### src/rtl/mem_bridge_if.sv
// CPU-side and physical-memory-side signal bundle for mem_bridge.
// slave = the bridge itself; master = the CPU / memory environment.
interface mem_bridge_if;
  localparam int unsigned AW = 16;
  localparam int unsigned DW = 16;
  localparam int unsigned BW = 2;

  logic [AW-1:0] mem_address;
  logic          mem_read;
  logic          mem_write;
  logic [BW-1:0] mem_byte_enable;
  logic [DW-1:0] mem_wdata;
  logic [DW-1:0] mem_rdata;
  logic          mem_resp;
  logic          mem_err;

  logic [AW-1:0] pmem_address;
  logic          pmem_read;
  logic          pmem_write;
  logic [BW-1:0] pmem_wmask;
  logic [DW-1:0] pmem_wdata;
  logic [DW-1:0] pmem_rdata;
  logic          pmem_resp;

  modport slave (
    input  mem_address, mem_read, mem_write, mem_byte_enable, mem_wdata,
    input  pmem_rdata, pmem_resp,
    output mem_rdata, mem_resp, mem_err,
    output pmem_address, pmem_read, pmem_write, pmem_wmask, pmem_wdata
  );

  modport master (
    output mem_address, mem_read, mem_write, mem_byte_enable, mem_wdata,
    output pmem_rdata, pmem_resp,
    input  mem_rdata, mem_resp, mem_err,
    input  pmem_address, pmem_read, pmem_write, pmem_wmask, pmem_wdata
  );
endinterface

### src/rtl/mem_bridge.sv
// Single-outstanding CPU-to-physical-memory bridge with response timeout
// and a sticky error flag; every output comes straight from a register.
module mem_bridge #(
  parameter int unsigned TIMEOUT = 255
) (
  input  logic         clk,
  input  logic         rst_n,
  mem_bridge_if.slave  bus
);
  localparam int unsigned AW = 16;
  localparam int unsigned DW = 16;
  localparam int unsigned BW = 2;
  localparam int unsigned CW = 8;

  typedef enum logic [1:0] {IDLE, BUSY, DONE} state_t;

  typedef struct packed {
    logic [AW-1:0] addr;
    logic [BW-1:0] wmask;
    logic [DW-1:0] wdata;
    logic          op_wr;
  } req_t;

  state_t        r_state, w_state_nxt;
  req_t          r_req, w_req_nxt;
  logic [CW-1:0] r_cnt, w_cnt_nxt, w_cnt_inc;
  logic [DW-1:0] r_rdata, w_rdata_nxt;
  logic          r_pread, w_pread_nxt;
  logic          r_pwrite, w_pwrite_nxt;
  logic          r_resp, w_resp_nxt;
  logic          r_err, w_err_nxt;

  assign w_cnt_inc = r_cnt + CW'(1);

  always_ff @(posedge clk or negedge rst_n) begin
    if (!rst_n) begin
      r_state  <= IDLE;
      r_req    <= '0;
      r_cnt    <= '0;
      r_rdata  <= '0;
      r_pread  <= 1'b0;
      r_pwrite <= 1'b0;
      r_resp   <= 1'b0;
      r_err    <= 1'b0;
    end else begin
      r_state  <= w_state_nxt;
      r_req    <= w_req_nxt;
      r_cnt    <= w_cnt_nxt;
      r_rdata  <= w_rdata_nxt;
      r_pread  <= w_pread_nxt;
      r_pwrite <= w_pwrite_nxt;
      r_resp   <= w_resp_nxt;
      r_err    <= w_err_nxt;
    end
  end

  // Next state plus next values of the registered outputs.
  always_comb begin
    w_state_nxt  = r_state;
    w_req_nxt    = r_req;
    w_cnt_nxt    = r_cnt;
    w_rdata_nxt  = r_rdata;
    w_err_nxt    = r_err;
    w_pread_nxt  = 1'b0;
    w_pwrite_nxt = 1'b0;
    w_resp_nxt   = 1'b0;
    case (r_state)
      IDLE: begin
        if (bus.mem_read || bus.mem_write) begin
          // A simultaneous read+write is a write.
          w_req_nxt.addr  = bus.mem_address;
          w_req_nxt.wmask = bus.mem_byte_enable;
          w_req_nxt.wdata = bus.mem_wdata;
          w_req_nxt.op_wr = bus.mem_write;
          w_cnt_nxt       = '0;
          w_pread_nxt     = !bus.mem_write;
          w_pwrite_nxt    = bus.mem_write;
          w_state_nxt     = BUSY;
        end
      end
      BUSY: begin
        if (bus.pmem_resp) begin
          if (!r_req.op_wr) w_rdata_nxt = bus.pmem_rdata;
          w_resp_nxt  = 1'b1;
          w_state_nxt = DONE;
        end else begin
          w_cnt_nxt = w_cnt_inc;
          if (w_cnt_inc == CW'(TIMEOUT)) begin
            w_rdata_nxt = '0;
            w_err_nxt   = 1'b1;
            w_resp_nxt  = 1'b1;
            w_state_nxt = DONE;
          end else begin
            w_pread_nxt  = r_pread;
            w_pwrite_nxt = r_pwrite;
          end
        end
      end
      DONE: begin
        w_state_nxt = IDLE;
      end
      default: begin
        w_state_nxt = IDLE;
      end
    endcase
  end

  assign bus.pmem_address = r_req.addr;
  assign bus.pmem_wmask   = r_req.wmask;
  assign bus.pmem_wdata   = r_req.wdata;
  assign bus.pmem_read    = r_pread;
  assign bus.pmem_write   = r_pwrite;
  assign bus.mem_rdata    = r_rdata;
  assign bus.mem_resp     = r_resp;
  assign bus.mem_err      = r_err;
endmodule

### src/flat_wrapper.sv
// flat-port wrapper written by rule: the top's interface ports become plain ports
module mem_bridge_flat 
#(
  parameter int unsigned TIMEOUT = 255
)
  (clk, rst_n, bus_mem_address, bus_mem_read, bus_mem_write, bus_mem_byte_enable, bus_mem_wdata, bus_pmem_rdata, bus_pmem_resp, bus_mem_rdata, bus_mem_resp, bus_mem_err, bus_pmem_address, bus_pmem_read, bus_pmem_write, bus_pmem_wmask, bus_pmem_wdata);
  mem_bridge_if bus_i ();
  input  logic clk;
  input  logic rst_n;
  input wire logic [$bits(bus_i.mem_address)-1:0] bus_mem_address;
  input wire logic [$bits(bus_i.mem_read)-1:0] bus_mem_read;
  input wire logic [$bits(bus_i.mem_write)-1:0] bus_mem_write;
  input wire logic [$bits(bus_i.mem_byte_enable)-1:0] bus_mem_byte_enable;
  input wire logic [$bits(bus_i.mem_wdata)-1:0] bus_mem_wdata;
  input wire logic [$bits(bus_i.pmem_rdata)-1:0] bus_pmem_rdata;
  input wire logic [$bits(bus_i.pmem_resp)-1:0] bus_pmem_resp;
  output wire logic [$bits(bus_i.mem_rdata)-1:0] bus_mem_rdata;
  output wire logic [$bits(bus_i.mem_resp)-1:0] bus_mem_resp;
  output wire logic [$bits(bus_i.mem_err)-1:0] bus_mem_err;
  output wire logic [$bits(bus_i.pmem_address)-1:0] bus_pmem_address;
  output wire logic [$bits(bus_i.pmem_read)-1:0] bus_pmem_read;
  output wire logic [$bits(bus_i.pmem_write)-1:0] bus_pmem_write;
  output wire logic [$bits(bus_i.pmem_wmask)-1:0] bus_pmem_wmask;
  output wire logic [$bits(bus_i.pmem_wdata)-1:0] bus_pmem_wdata;
  assign bus_i.mem_address = bus_mem_address;
  assign bus_i.mem_read = bus_mem_read;
  assign bus_i.mem_write = bus_mem_write;
  assign bus_i.mem_byte_enable = bus_mem_byte_enable;
  assign bus_i.mem_wdata = bus_mem_wdata;
  assign bus_i.pmem_rdata = bus_pmem_rdata;
  assign bus_i.pmem_resp = bus_pmem_resp;
  assign bus_mem_rdata = bus_i.mem_rdata;
  assign bus_mem_resp = bus_i.mem_resp;
  assign bus_mem_err = bus_i.mem_err;
  assign bus_pmem_address = bus_i.pmem_address;
  assign bus_pmem_read = bus_i.pmem_read;
  assign bus_pmem_write = bus_i.pmem_write;
  assign bus_pmem_wmask = bus_i.pmem_wmask;
  assign bus_pmem_wdata = bus_i.pmem_wdata;
  mem_bridge #(.TIMEOUT(TIMEOUT)) u_core (.clk(clk), .rst_n(rst_n), .bus(bus_i));
endmodule
### config.mk
export PLATFORM = sky130hd
export DESIGN_NAME = mem_bridge_flat
export DESIGN_NICKNAME = d
export VERILOG_FILES = /design/src/rtl/mem_bridge_if.sv /design/src/rtl/mem_bridge.sv /design/src/flat_wrapper.sv
export SDC_FILE = /design/constraint.sdc
export NUM_CORES = 1
export LEC_CHECK = 0
export CAP_MARGIN = 20
export CORE_MARGIN = 8
export CORE_UTILIZATION = 44
export DETAILED_ROUTE_END_ITERATION = 8
export PLACE_DENSITY_LB_ADDON = 0.15
export SYNTH_ARGS = -nofsm -noshare
export SYNTH_HDL_FRONTEND = slang
export SYNTH_SLANG_ARGS = --single-unit
### constraint.sdc
create_clock -name clk -period 2.4 [get_ports clk]
set_input_delay 0.48 -clock clk [delete_from_list [all_inputs] [get_ports clk]]
set_output_delay 0.48 -clock clk [all_outputs]
set_load 0.02 [all_outputs]
==> results of run 1 <==
[cell usage after synthesis, drive strengths merged]
cell | count | share of area (%)
nor2 | 19 | 2.4
ha | 2 | 0.86
inv | 4 | 0.51
a211o | 1 | 0.34
nand4 | 2 | 0.43
and3 | 1 | 0.21
a32o | 1 | 0.34
a31oi | 1 | 0.21
dfrtp | 65 | 56
nand2 | 6 | 0.77
a21o | 2 | 0.51
and2 | 3 | 0.69
a21oi | 6 | 1.0
nand2b | 1 | 0.21
a22o | 1 | 0.30
a31o | 1 | 0.30
or2 | 2 | 0.43
xnor2 | 1 | 0.30
mux2i | 16 | 5.5
a2111oi | 1 | 0.94
nand3 | 2 | 0.51
buf | 40 | 10
nor3b | 1 | 0.26
or3b | 1 | 0.30
o21ai | 9 | 1.5
or3 | 2 | 0.60
xor2 | 1 | 0.30
clkbuf | 2 | 0.26
nor3 | 2 | 0.51
o31ai | 2 | 0.51
mux2 | 34 | 13
[logic make-up (layout without fill, tap and decap cells)]
logic type,Yosys count,in the layout,synth area share (%)
flops,65,65,55.7
mux,50,50,18.6
buf+inv,46,134,10.8
simple gates,42,42,7.38
compound gates,25,25,6.05
fa+ha+maj,2,2,0.857
xor+xnor,2,2,0.600
[final cells by class]
type / count / area (sq um)
multi-input combinational: 121 / 977
sequential: 65 / 1630
tap: 77 / 96.3
timing repair buffer: 114 / 1150
clock buffer: 13 / 149
fill: 524 / 2340
inverter: 4 / 15.0
clock inverter: 3 / 40.0
[per-layer routing]
layer	vias to the layer above	GRT usage (%)	share of wire, %	wire length [um]
met2	76	20.1	45	2890
met3	10	6.26	9.3	602
met4	0	6.06	1.5	99
met1	938	17.3	45	2880
met5	-	0	0	0
li1	932	-	-	-
[worst register-to-register path: stages (launching register included)]
cell and delay (ns):
dfrtp_1 0.40, ha_1 0.24, nand3_2 0.12, o21ai_0 0.44, a2111oi_4 0.14, buf_4 0.22
or2_2 0.28
[power by group through the flow]
stage / registers, mW / clock network, mW / logic, mW
after global routing: 1.94 / 0.966 / 2.74
after floorplan: 2.02 / 0 / 1.61
after global placement: 1.86 / 0 / 2.58
after detailed placement: 1.89 / 0 / 2.61
after CTS: 1.87 / 0.923 / 2.62
final: 1.86 / 0.896 / 2.57
[registers in the layout, summed over array words and instances (netlist names)]
name and flops:
u_core.bus.pmem_write 1, u_core.r_req 1, u_core.bus.mem_resp 1, u_core.r_cnt 8, u_core.bus.pmem_wdata 16, u_core.bus.mem_err 1, u_core.bus.pmem_read 1, u_core.bus.mem_rdata 16
u_core.bus.pmem_address 16, u_core.bus.pmem_wmask 2, u_core.r_state 2
[worst min path at each step]
stage,to,slack (ns),cells after the start
final,u_core.bus.pmem_wdata[9],0.12,1
after global routing,u_core.bus.pmem_wdata[9],0.14,1
after CTS,u_core.bus.pmem_wdata[9],0.12,1
after detailed placement,u_core.bus.mem_err,0.46,1
after global placement,u_core.bus.mem_err,0.46,1
after floorplan,u_core.bus.mem_err,0.18,0
==> flow_summary_export.csv, run 1 <==
group,metric,value,unit
global_route,antenna_found_initial,0,
pwr,peakVddDrop,0.722,mV
timing,slew_headroom,66.0,%
timing,whs,0.116,ns
global_route,grt_pass1_vias,2063,
logic_synthesis,synth_area,2920,sq um
pwr,total_power,5.33,mW
critical_path,start_kind,"flip-flop",
cells_and_area,syn_to_final_growth,38.8,%
timing,worst_pin_slew,0.504,ns
route,vias,1956,
timing,setup_tns,0,ns
min_path,worstHoldPathType,"primary input to asynchronous set/reset pin",
critical_path,worst_setup_path_end_kind,"flip-flop",
clocking,cts_htree_levels,3,
route,via_per_inst,4.93,
clocking,cts.sinks,65,
route,ant_nets,0,
run_status,outcome,"finished, final reports clean",
floorplan,start_util,45.7,%
critical_path,reg2reg_depth,6,
critical_path,crit_start,"u_core.r_cnt[0]",
clocking,cts_resized,0,
critical_path,path_buf_inv,1,
pwr,p_leak,1.69,nW
critical_path,cp.depth,6,
critical_path,path_class,"flip-flop to flip-flop",
critical_path,cp_top_family,"compound AO/OA/AOI/OAI gates",
clocking,hold_buffers,0,
clocking,numCtsBuffers,9,
critical_path,r2r-end,"u_core.bus.mem_err",
pwr,power_density,1320,nW/um^2
cells_and_area,final_cells,397,
route,drt-initial-drc-count,61,
critical_path,cp_max_fo,17,
clocking,post_cts_buffers,0,
placed_design,hpwl,4760,um
critical_path,critPathMaxStageDelay,0.44,ns
pwr,seq_power_share,34.9,%
critical_path,rrSetupSlack,0.44,ns
timing,finalMaxSlewViolations,0,
critical_path,crit_arrival,2.18,ns
route,detail_route.wl_per_cell,16.3,um
clocking,cts_tree,"built",
floorplan,fp.dieW,97.4,um
cells_and_area,final_cell_mix,"107 x clkdlybuf4s50_1, 65 x dfrtp_1, 34 x mux2_2, 19 x nor2_1, 16 x mux2i_1",
route,wirelength,6480,um
placed_design,dp.cells,381,
floorplan,fp.dieH,97.4,um
timing,hold_viol_final,0,
placed_design,gp_congestion,0.817,
global_route,grt_pass1_wl,10700,um
cells_and_area,final_util,63.4,%
critical_path,cp_slowest_cell,"o21ai_0",
cells_and_area,final_area,4050,sq um
timing,finClkSkew,0.00516,ns
timing,layout_min_cycle_time,1.96,ns
logic_synthesis,synthCells,232,
clocking,cts.reportedPaths.clkPinSlew,0.07,ns
floorplan,fp.coreArea,6390,sq um
route,drt_pass1_iterations,4,
critical_path,critPathCapture,"u_core.bus.mem_err",
clocking,root_buffer,"clkbuf_8",
run,drv_cap,0,
logic_synthesis,ys_ff_latch,65,
clocking,clk_latency,0.33,ns
placed_design,pre_cts_ws,0.161,ns
placed_design,port_buffers,108,
floorplan,rows,29,
cells_and_area,drive_gt1_share,20.0,%
logic_synthesis,avgSynthCellArea,12.6,sq um
pwr,power_switching_share,35.2,%
logic_synthesis,syn_nets,289,
global_route,track_usage,13.9,%
logic_synthesis,seq_area_frac_synth,55.7,%
timing,rsz0062_at_grt,"no",
timing,setup_viol,0,
critical_path,rr_startpoint,"u_core.r_cnt[0]",
route,drcViolationCount,0,
pwr,internal-power,3.45,mW
logic_synthesis,ys.warnings.count,0,
cells_and_area,final_common_cell,"clkdlybuf4s50_1",
pwr,power_frac_comb,48.3,%
timing,max_freq,510,MHz
placed_design,placed_area,3860,sq um
pwr,p_switching,1.88,mW
critical_path,crit_chain,"ha_1, nand3_2, o21ai_0, a2111oi_4, buf_4, or2_2",
pwr,clock_power_share,16.8,%
floorplan,io_pins,109,
clocking,cts_buffer_depth,2,
logic_synthesis,netlist-cell-type-count,37,
global_route,overflow,0,
timing,period_share,81.7,%
cells_and_area,nets,372,
critical_path,worstPathRequired,2.62,ns
cells_and_area,diodes,0,
timing,layout_setup_ws,0.440,ns
global_route,grt_max_degree,46,
floorplan,dieArea,9490,sq um
Power figures use the tool's default switching activity.
==> run 2: changes to the inputs <==
--- a/config.mk
+++ b/config.mk
@@ -7,7 +7,7 @@
 export LEC_CHECK = 0
 export CAP_MARGIN = 20
 export CORE_MARGIN = 8
-export CORE_UTILIZATION = 44
+export CORE_UTILIZATION = 40
 export DETAILED_ROUTE_END_ITERATION = 8
 export PLACE_DENSITY_LB_ADDON = 0.15
 export SYNTH_ARGS = -nofsm -noshare
==> constraint.sdc (replaced) <==
create_clock -name clk -period 1.69 [get_ports clk]
set_input_delay 0.338 -clock clk [delete_from_list [all_inputs] [get_ports clk]]
set_output_delay 0.338 -clock clk [all_outputs]
set_load 0.02 [all_outputs]
==> run 2 against run 1 <==
Compared with the run above:
- global-route usage shrank 0.95 points
- wire length grew 1.2%
- the flow now finishes with violations (setup timing)
- combinational power grew 46%
- sequential cell count did not move
- design area is 6.9% higher
- highest routed layer unchanged
- critical path type unchanged
- die area up 8.3%
- sequential power increased by 40%
- via count grew 4.5%
- clock-buffer cell count shrank 3
- sequential share of layout area decreased by 2.6 points
==> flow_summary_export.csv, run 2 (synthesis results as in run 1) <==
group,metric,value,unit
cells_and_area,final_util,60.3,%
critical_path,path_class,"flip-flop to flip-flop",
clocking,cts_htree_levels,3,
critical_path,crit_chain,"ha_2, nand3_2, or3_4, a2111oi_4, buf_4, nor2_1",
critical_path,cp_max_fo,6,
critical_path,worst_setup_path_end_kind,"flip-flop",
pwr,total_power,7.83,mW
timing,whs,0.0103,ns
pwr,seq_power_share,33.4,%
clocking,clk_latency,0.34,ns
floorplan,dieArea,10300,sq um
cells_and_area,diodes,0,
cells_and_area,final_cells,433,
placed_design,gp_congestion,0.821,
global_route,track_usage,12.9,%
pwr,power_density,1810,nW/um^2
placed_design,port_buffers,108,
run,drv_cap,0,
route,vias,2044,
route,drcViolationCount,0,
clocking,post_cts_buffers,0,
cells_and_area,nets,386,
min_path,worstHoldPathType,"primary input to asynchronous set/reset pin",
route,detail_route.wl_per_cell,15.1,um
timing,hold_viol_final,0,
critical_path,crit_arrival,2.02,ns
global_route,overflow,0,
route,ant_nets,0,
global_route,grt_max_degree,66,
floorplan,fp.dieW,101,um
floorplan,fp.dieH,101,um
clocking,root_buffer,"clkbuf_8",
critical_path,cp_top_family,"simple AND/OR/NAND/NOR gates",
clocking,numCtsBuffers,9,
timing,max_freq,557,MHz
floorplan,fp.coreArea,7180,sq um
timing,layout_min_cycle_time,1.79,ns
cells_and_area,register_area,1630,sq um
critical_path,worstPathRequired,1.91,ns
global_route,antenna_found_initial,0,
run_status,outcome,"finished with violations",
pwr,peakVddDrop,0.743,mV
pwr,p_switching,2.73,mW
clocking,cts_tree,"built",
route,drt_pass1_iterations,4,
pwr,p_leak,2.02,nW
floorplan,start_util,40.7,%
floorplan,rows,31,
placed_design,hpwl,4800,um
floorplan,io_pins,109,
timing,layout_setup_ws,-0.105,ns
timing,rsz0062_at_grt,"yes",
critical_path,path_buf_inv,1,
cells_and_area,final_cell_mix,"83 x clkdlybuf4s50_1, 65 x dfrtp_1, 34 x mux2_2, 23 x dlymetal6s2s_1, 18 x nor2_1",
critical_path,start_kind,"flip-flop",
pwr,power_frac_comb,47.8,%
timing,worst_pin_slew,0.414,ns
cells_and_area,syn_to_final_growth,48.4,%
timing,period_share,106,%
critical_path,cp.depth,6,
cells_and_area,multiInputGateArea,1010,sq um
clocking,cts.sinks,65,
cells_and_area,fill_cells,608,
critical_path,reg2reg_depth,6,
global_route,grt_pass1_vias,2051,
pwr,clock_power_share,18.9,%
route,wirelength,6550,um
pwr,power_switching_share,34.9,%
critical_path,cp_slowest_cell,"or3_4",
cells_and_area,final_common_cell,"clkdlybuf4s50_1",
clocking,hold_buffers,0,
timing,slew_headroom,72.2,%
placed_design,pre_cts_ws,-0.265,ns
timing,finClkSkew,0.00770,ns
timing,finalMaxSlewViolations,0,
route,via_per_inst,4.72,
route,drt-initial-drc-count,39,
pwr,internal-power,5.10,mW
critical_path,critPathMaxStageDelay,0.38,ns
placed_design,dp.cells,417,
clocking,cts_buffer_depth,2,
timing,setup_viol,18,
run_status,violations,"setup timing",
cells_and_area,drive_gt1_share,25.4,%
global_route,grt_pass1_wl,10300,um
clocking,cts.reportedPaths.clkPinSlew,0.08,ns
-- run 2: cell types whose count changed in the layout (fill, tap and decap cells not counted), moves of 3 or more --
cell	change
clkbuf_1	-3
clkdlybuf4s50_1	-24
dlymetal6s2s_1	+23
buf_4	+12
clkinv_4	+3
-- run 2: metrics by stage --
stage	setup TNS (ns)	area, sq um
2_1_floorplan	-1.73	2930
3_3_place_gp	-10.02	4020
3_5_place_dp	-10.90	4020
4_1_cts	-1.21	4260
5_1_grt	-2.81	4330
6_report	-1.40	4330
-- run 2: cell type report --
cell class	instances	share of cell area [%]
Multi-Input combinational cell	121	23.4
Clock buffer	10	3.18
Inverter	4	0.347
Clock inverter	6	2.11
Tap cell	99	2.86
Sequential cell	65	37.6
Timing Repair Buffer	128	30.6
-- run 2: final timing paths --
path / from / endpoint / slack (ns)
hold / removal: rst_n / u_core.bus.pmem_wdata[3] / 0.01
max in group asynchronous: rst_n / u_core.r_state[0] / 1.40
setup / recovery: u_core.r_cnt[0] / u_core.bus.mem_rdata[11] / -0.10
min in group clk: u_core.bus.mem_err / u_core.bus.mem_err / 0.48
setup reg to reg: u_core.r_cnt[0] / u_core.bus.mem_rdata[11] / -0.10
hold reg to reg: u_core.bus.mem_err / u_core.bus.mem_err / 0.48
-- run 2: timing repair --
item,in CTS,in global routing
endpoints found under the hold margin,0,0
setup endpoints to repair,19,46
pin swaps,5,2
gates resized for setup,4,27
-- run 2: power by group through the flow --
stage / Combinational, mW / Clock [mW] / Sequential [mW]
final: 3.74 / 1.48 / 2.61
after global routing: 3.99 / 1.59 / 2.71
after CTS: 3.85 / 1.52 / 2.63
after detailed placement: 3.83 / 0 / 2.66
after global placement: 3.80 / 0 / 2.63
after floorplan: 2.31 / 0 / 2.87
-- run 2: routing by layer --
layer  global-route usage [%]  wire [um]  part of all wire (%)  vias up
met4                     6.87        129                   2.0        0
met1                     16.3       2900                    44     1000
met5                        0          0                     0        -
met3                     4.33        499                   7.6        9
met2                     19.1       3030                    46       73
li1                         -          -                     -      962
